==> config.mk <==
export PLATFORM = sky130hd
export DESIGN_NAME = bg_colour_scheduler
export DESIGN_NICKNAME = d
export VERILOG_FILES = /design/src/rtl/bg_colour_scheduler.sv
export SDC_FILE = /design/constraint.sdc
export NUM_CORES = 1
export LEC_CHECK = 0
export BUFFER_PORTS_ARGS = -buffer_cell sky130_fd_sc_hd__buf_4
export CAP_MARGIN = 10
export CORE_AREA = 2 2 74 76
export CTS_CLUSTER_DIAMETER = 30
export DETAILED_ROUTE_END_ITERATION = 8
export DIE_AREA = 0 0 76 78
export HOLD_SLACK_MARGIN = 0.12
export PLACE_DENSITY = 0.79
export SLEW_MARGIN = 0
export SYNTH_ARGS = -nofsm -noshare
export SYNTH_HDL_FRONTEND = slang
export SYNTH_SLANG_ARGS = --single-unit
==> constraint.sdc <==
create_clock -name pclk -period 5.1 [get_ports pclk]
set_clock_uncertainty 0.2 [all_clocks]
set_input_delay 0.255 -clock pclk [delete_from_list [all_inputs] [get_ports pclk]]
set_output_delay 0.255 -clock pclk [all_outputs]
set_load 0.01 [all_outputs]
==> src/rtl/bg_colour_scheduler.sv <==
// Background colour source: shadows register-side colour/mode updates, commits them
// on the rising edge of vertical blank and sequences the frame-counted blink.
module bg_colour_scheduler #(
  parameter int          BLINK_FRAMES = 30,
  parameter int          CNT_W        = 8,
  parameter logic [11:0] RESET_RGB    = 12'h000
) (
  input  logic        pclk,
  input  logic        rst,
  input  logic        vblnk_in,
  input  logic        cfg_valid,
  output logic        cfg_ready,
  input  logic [11:0] cfg_rgb,
  input  logic [11:0] cfg_alt_rgb,
  input  logic [1:0]  cfg_mode,
  output logic [11:0] rgb_out,
  output logic        frame_tick,
  output logic        pending
);

  localparam logic [CNT_W-1:0] CNT_LAST = CNT_W'(BLINK_FRAMES - 1);

  localparam logic [1:0] MODE_SOLID = 2'b00;
  localparam logic [1:0] MODE_BLINK = 2'b01;
  localparam logic [1:0] MODE_BLANK = 2'b10;

  typedef enum logic {
    IDLE = 1'b0,
    PEND = 1'b1
  } state_t;

  state_t           state_q, state_d;
  logic             vblnk_d_q, vblnk_d_d;
  logic             frame_edge;

  logic [11:0]      sh_rgb_q, sh_rgb_d;
  logic [11:0]      sh_alt_q, sh_alt_d;
  logic [1:0]       sh_mode_q, sh_mode_d;

  logic [11:0]      act_rgb_q, act_rgb_d;
  logic [11:0]      act_alt_q, act_alt_d;
  logic [1:0]       act_mode_q, act_mode_d;

  logic [CNT_W-1:0] cnt_q, cnt_d;
  logic             phase_q, phase_d;

  logic [11:0]      rgb_q, rgb_d;
  logic             tick_q, tick_d;
  logic             ready_q, ready_d;
  logic             pend_q, pend_d;

  // Mode 11 falls through to the primary colour, same as solid.
  function automatic logic [11:0] sel_colour(input logic [11:0] prim,
                                             input logic [11:0] alt,
                                             input logic [1:0]  mode,
                                             input logic        phase);
    logic [11:0] c;
    c = prim;
    if (mode == MODE_BLANK)
      c = 12'h000;
    else if (mode == MODE_BLINK && phase)
      c = alt;
    return c;
  endfunction

  assign frame_edge = vblnk_in & ~vblnk_d_q;

  always_comb begin
    state_d    = state_q;
    vblnk_d_d  = vblnk_in;
    sh_rgb_d   = sh_rgb_q;
    sh_alt_d   = sh_alt_q;
    sh_mode_d  = sh_mode_q;
    act_rgb_d  = act_rgb_q;
    act_alt_d  = act_alt_q;
    act_mode_d = act_mode_q;
    cnt_d      = cnt_q;
    phase_d    = phase_q;

    if (state_q == IDLE) begin
      // A capture in an edge cycle is left for the next edge.
      if (cfg_valid) begin
        sh_rgb_d  = cfg_rgb;
        sh_alt_d  = cfg_alt_rgb;
        sh_mode_d = cfg_mode;
        state_d   = PEND;
      end
      if (frame_edge && act_mode_q == MODE_BLINK) begin
        if (cnt_q == CNT_LAST) begin
          cnt_d   = '0;
          phase_d = ~phase_q;
        end else begin
          cnt_d   = cnt_q + CNT_W'(1);
        end
      end
    end else if (frame_edge) begin
      act_rgb_d  = sh_rgb_q;
      act_alt_d  = sh_alt_q;
      act_mode_d = sh_mode_q;
      cnt_d      = '0;
      phase_d    = 1'b0;
      state_d    = IDLE;
    end

    rgb_d   = sel_colour(act_rgb_q, act_alt_q, act_mode_q, phase_q);
    tick_d  = frame_edge;
    ready_d = (state_d == IDLE);
    pend_d  = (state_d == PEND);
  end

  // Register stage: control, active state and the output colour.
  always_ff @(posedge pclk) begin
    if (rst) begin
      state_q    <= IDLE;
      vblnk_d_q  <= 1'b1;
      act_rgb_q  <= RESET_RGB;
      act_alt_q  <= 12'h000;
      act_mode_q <= MODE_SOLID;
      cnt_q      <= '0;
      phase_q    <= 1'b0;
      rgb_q      <= RESET_RGB;
      tick_q     <= 1'b0;
      ready_q    <= 1'b1;
      pend_q     <= 1'b0;
    end else begin
      state_q    <= state_d;
      vblnk_d_q  <= vblnk_d_d;
      act_rgb_q  <= act_rgb_d;
      act_alt_q  <= act_alt_d;
      act_mode_q <= act_mode_d;
      cnt_q      <= cnt_d;
      phase_q    <= phase_d;
      rgb_q      <= rgb_d;
      tick_q     <= tick_d;
      ready_q    <= ready_d;
      pend_q     <= pend_d;
    end
  end

  // Shadow contents are only meaningful while PEND, so they carry no reset.
  always_ff @(posedge pclk) begin
    sh_rgb_q  <= sh_rgb_d;
    sh_alt_q  <= sh_alt_d;
    sh_mode_q <= sh_mode_d;
  end

  assign rgb_out    = rgb_q;
  assign frame_tick = tick_q;
  assign cfg_ready  = ready_q;
  assign pending    = pend_q;

endmodule

### Word level (Yosys, flattened, before mapping)

Cells that the tools add are included.

* flip-flop bits (word level): 77
* input bits: 30
* word-level logic and storage cells: 44

* $add $sub $neg: 1
* equality and inequality tests: 4
* muxes and demuxes: 12
* bitwise gates (word level): 5
* reduce and logical (&&, ||, !) cells: 9

Operator list (number)
* $mux 8: 4
* $mux 12: 1
* $add 8x1->8 const B: 1
* $eq 8x5->1 const B: 1
* $mux 1: 7
* $reduce_and 2->1: 3
* $not 1->1: 4
* $reduce_bool 2->1: 2
* $reduce_and 3->1: 1
* $eq 2x1->1 const B: 1
* $eq 2x2->1 const B: 1
* $logic_and 1x1->1: 2
* $ne 2x2->1 const B: 1
* $reduce_or 2->1: 1
* $and 1x1->1: 1

### Depth between registers and ports, before layout

* word-level depth: 5
* gate-level depth with buffers: 6

### Least setup slack after synthesis

OpenSTA, ideal clock, no wires.

* kind: register to register
* from: reg, netlist name pending
* to: reg sh_alt_q[0], enable pin
* setup time: 0.412 ns
* arrival: 1.731 ns
* setup slack: 2.758 ns
* cell stages (with the launch flop): 3
* clock period less this slack: 2.342 ns
* cells stage by stage: dfxtp_1 -> clkbuf_2 -> nor2b_1

RTL lines
* to (signal assigned): line 143 `sh_alt_q <= sh_alt_d;`
* to (decl): line 37 `logic [11:0] sh_alt_q, sh_alt_d;`

### Final worst setup path

* from: in vblnk_in
* to: reg phase_q

* cells in the longest elaborated chain, start to end: 4
* elaborated cells between the ends (all ways): 5

RTL lines
* from (decl): line 10 `input logic vblnk_in,`
* $and 1x1->1 (*): line 66 `assign frame_edge = vblnk_in & ~vblnk_d_q;`
* $logic_and 1x1->1: line 88 `if (frame_edge && act_mode_q == MODE_BLINK) begin`
* $reduce_bool 2->1 (no line)
* $reduce_and 3->1 (no line) (*)
* to (signal assigned): line 132 `phase_q <= phase_d;`
* to (decl): line 45 `logic phase_q, phase_d;`

Mark *: on every way between the ends. The rest lies on a longest branch, timed or not.
A chain may end at the register's enable or synchronous reset.

==> results_dict.tcl <==
set metrics [dict create \
    drt-wirelength-per-cell_um 13.2 \
    path_cells "dlygate4sd3_1 -> buf_4 -> nor2b_1 -> nand2_1 -> nand3_1 -> a21oi_2" \
    drt-initial-drc-count 121 \
    synth_area_um2 2750 \
    cts_max_level 3 \
    grt_antenna_before_repair 0 \
    route.detailed.drc 0 \
    cp-end-kind "flip-flop" \
    rsz0062_at_grt "no" \
    gr-usage-all-layers 0.204 \
    slowest_stage "nand2_1" \
    grt_max_degree 33 \
    synthCells 262 \
    leakage_nw 1.33 \
    port_buffers 44 \
    post-cts-setup-buffers 0 \
    worst_slew_pin_slew_ps 942 \
    cts-root-buf "clkbuf_8" \
    switching_share 0.214 \
    syn_nets 294 \
    synthTopCellsByCount "82 x nand2_1, 51 x dfxtp_1, 39 x a21oi_1" \
    yosysTopAreaCell "dfxtp_1" \
    clockBufferDepth 2 \
    post-place-ws_ps 2990 \
    p_seq_frac 0.592 \
    numClockSinks 77 \
    cts_tree "yes" \
    drv_cap 0 \
    dieArea_um2 5930 \
    grt_pass1_wl_um 9200 \
    syn2layout_area_growth_pct 30.3 \
    wl_um 5410 \
    insertion_delay_ps 330 \
    crit_family "simple AND/OR/NAND/NOR gates" \
    num_rows 26 \
    switchingPower_mw 0.240 \
    holdWs_ps 257 \
    ant_nets 0 \
    ys_types 36 \
    synth_enable_flop_cells 26 \
    synth_seq_area_share 0.655 \
    power-per-cell-area_nw_per_um2 312 \
    layout_min_cycle_time_ps 2290 \
    fmax_mhz 437 \
    worst_slack_ps 2810 \
    fillers 365 \
    ios 45 \
    diodes 0 \
    synth_top_area_share 0.371 \
    clkPwrFrac 0.347 \
    required_ps 5110 \
    fp.coreArea_um2 5040 \
    die_h_um 78 \
    hpwl_um 3170 \
    irDropWorstVdd_v 0.000241 \
    internal-power_mw 0.879 \
    dr.pass1.iters 4 \
    initial_core_util 0.545 \
    cp_max_fo 27 \
    status "complete, no violations" \
    maxSlewViolCount 0 \
    cts_buffers 9 \
    synth_seq_cells 77 \
    layout-drive-gt1-share 0.204 \
    ys.flop_type "dfxtp_1" \
    yosysWarningCount 0 \
    synth.area.top_cells "dfxtp_1 37%, edfxtp_1 28%, nand2_1 11%, a21oi_1 7.1%, xor2_1 1.3%" \
    vias_per_cell 4.97 \
    period_share 0.449 \
    gp_congestion 0.794 \
    setup_tns_ps 0 \
    max-slew-margin-rel 0.372 \
    cpPeakStageDelay_ps 620 \
    hold_viol_final 0 \
    clkTransAtPathRegs_ps 70 \
    finalNetCount 366 \
    critical_path_class "in -> reg" \
    die_x_um 76 \
    grt_pass1_vias 1974 \
    arrival_ps 2300 \
    path_buf_inv 2 \
    synthArstFlopShare 0 \
    pwr-share-comb 0.062 \
    avgSynthCellArea_um2 10.5 \
    min_path_type "reg -> reg" \
    vias 2034 \
    grt_overflow 0 \
    synth_most_common_cell "nand2_1" \
    startpoint_type "primary input" \
    setup_viol 0 \
]
[power by group through the flow]
stage	logic (mW)	registers, mW	clock network, mW
3_3_place_gp	0.0493	0.676	0
6_report	0.0690	0.662	0.388
3_5_place_dp	0.0500	0.676	0
2_1_floorplan	0.0231	0.675	0
5_1_grt	0.0754	0.663	0.425
4_1_cts	0.0679	0.662	0.398
[state kept, by name, indices dropped and copies added (netlist names)]
register,flops
sh_mode_q,2
act_rgb_q,12
phase_q,1
rgb_out,12
act_mode_q,2
cnt_q,8
sh_alt_q,12
act_alt_q,12
frame_tick,1
sh_rgb_q,12
pending,1
vblnk_d_q,1
cfg_ready,1
[placed cells by master, fill, tap and decap left out, types with 2 or more instances in the layout]
master / netlist / final
dfxtp_1: 51 / 51
nor2_1: 7 / 7
ha_1: 2 / 2
inv_1: 4 / 4
dlygate4sd3_1: 0 / 29
nand3_1: 3 / 3
xor2_1: 4 / 4
and2_1: 3 / 3
and3_1: 2 / 2
o211ai_1: 2 / 2
nand2_1: 82 / 82
a21oi_1: 39 / 39
edfxtp_1: 26 / 26
clkbuf_8: 0 / 10
a22o_1: 2 / 2
clkinv_2: 0 / 4
buf_4: 0 / 46
[metrics by stage]
stage | util | cells | power (mW) | area (µm²)
floorplan | - | 262 | 0.698 | 2750
global placement | 0.620 | 364 | 0.725 | 3130
detailed placement | 0.620 | 364 | 0.726 | 3130
CTS | 0.711 | 409 | 1.13 | 3580
global route | 0.711 | 409 | 1.16 | 3580
finish | 0.711 | 409 | 1.12 | 3580
[cell type report]
type / count / area (µm²) / share of cell area
Inverter: 4 / 15.0 / 0.00419
Clock inverter: 5 / 27.5 / 0.00768
Clock buffer: 11 / 141 / 0.0394
Timing Repair Buffer: 75 / 636 / 0.177
Tap cell: 70 / 87.6 / 0.0244
Sequential cell: 77 / 1800 / 0.503
Multi-Input combinational cell: 167 / 876 / 0.244
[cell families (layout without fill, tap and decap cells)]
family,count (synthesis),after routing,share of synthesized area
compound gates,53,53,0.118
xor+xnor,5,5,0.0159
fa+ha+maj,2,2,0.00910
buf+inv,18,95,0.0273
flops,77,77,0.655
simple gates,107,107,0.175
[path summary, 6_finish.rpt]
kind                start      endpoint  slack [ps]  cells after the start
min          act_rgb_q[8]  act_rgb_q[8]         260                      2
max              vblnk_in       phase_q        2810                      6
min reg2reg  act_rgb_q[8]  act_rgb_q[8]         260                      2
max reg2reg       pending      cnt_q[3]        3000                      4
[routing by layer]
metal | wire length [µm] | track usage | part of all wire | vias to the layer above
met2 | 2700 | 0.335 | 0.50 | 53
met1 | 2360 | 0.257 | 0.44 | 942
met3 | 242 | 0.0395 | 0.045 | 10
li1 | - | - | - | 1029
met5 | 0 | 0 | 0 | -
met4 | 108 | 0.113 | 0.020 | 0
[worst reg2reg max path: cells and delay by family, from the launching register on]
family | cells | cell delay [ps]
simple gates | 4 | 1220
flops | 1 | 570
[timing repair]
item                                   in CTS  in global routing
setup endpoints to repair                   0                  0
resized for setup                           0                  0
endpoints found under the hold margin      48                  0
hold buffers                               29                  0
Note: power is estimated with default switching activity, not from simulation.
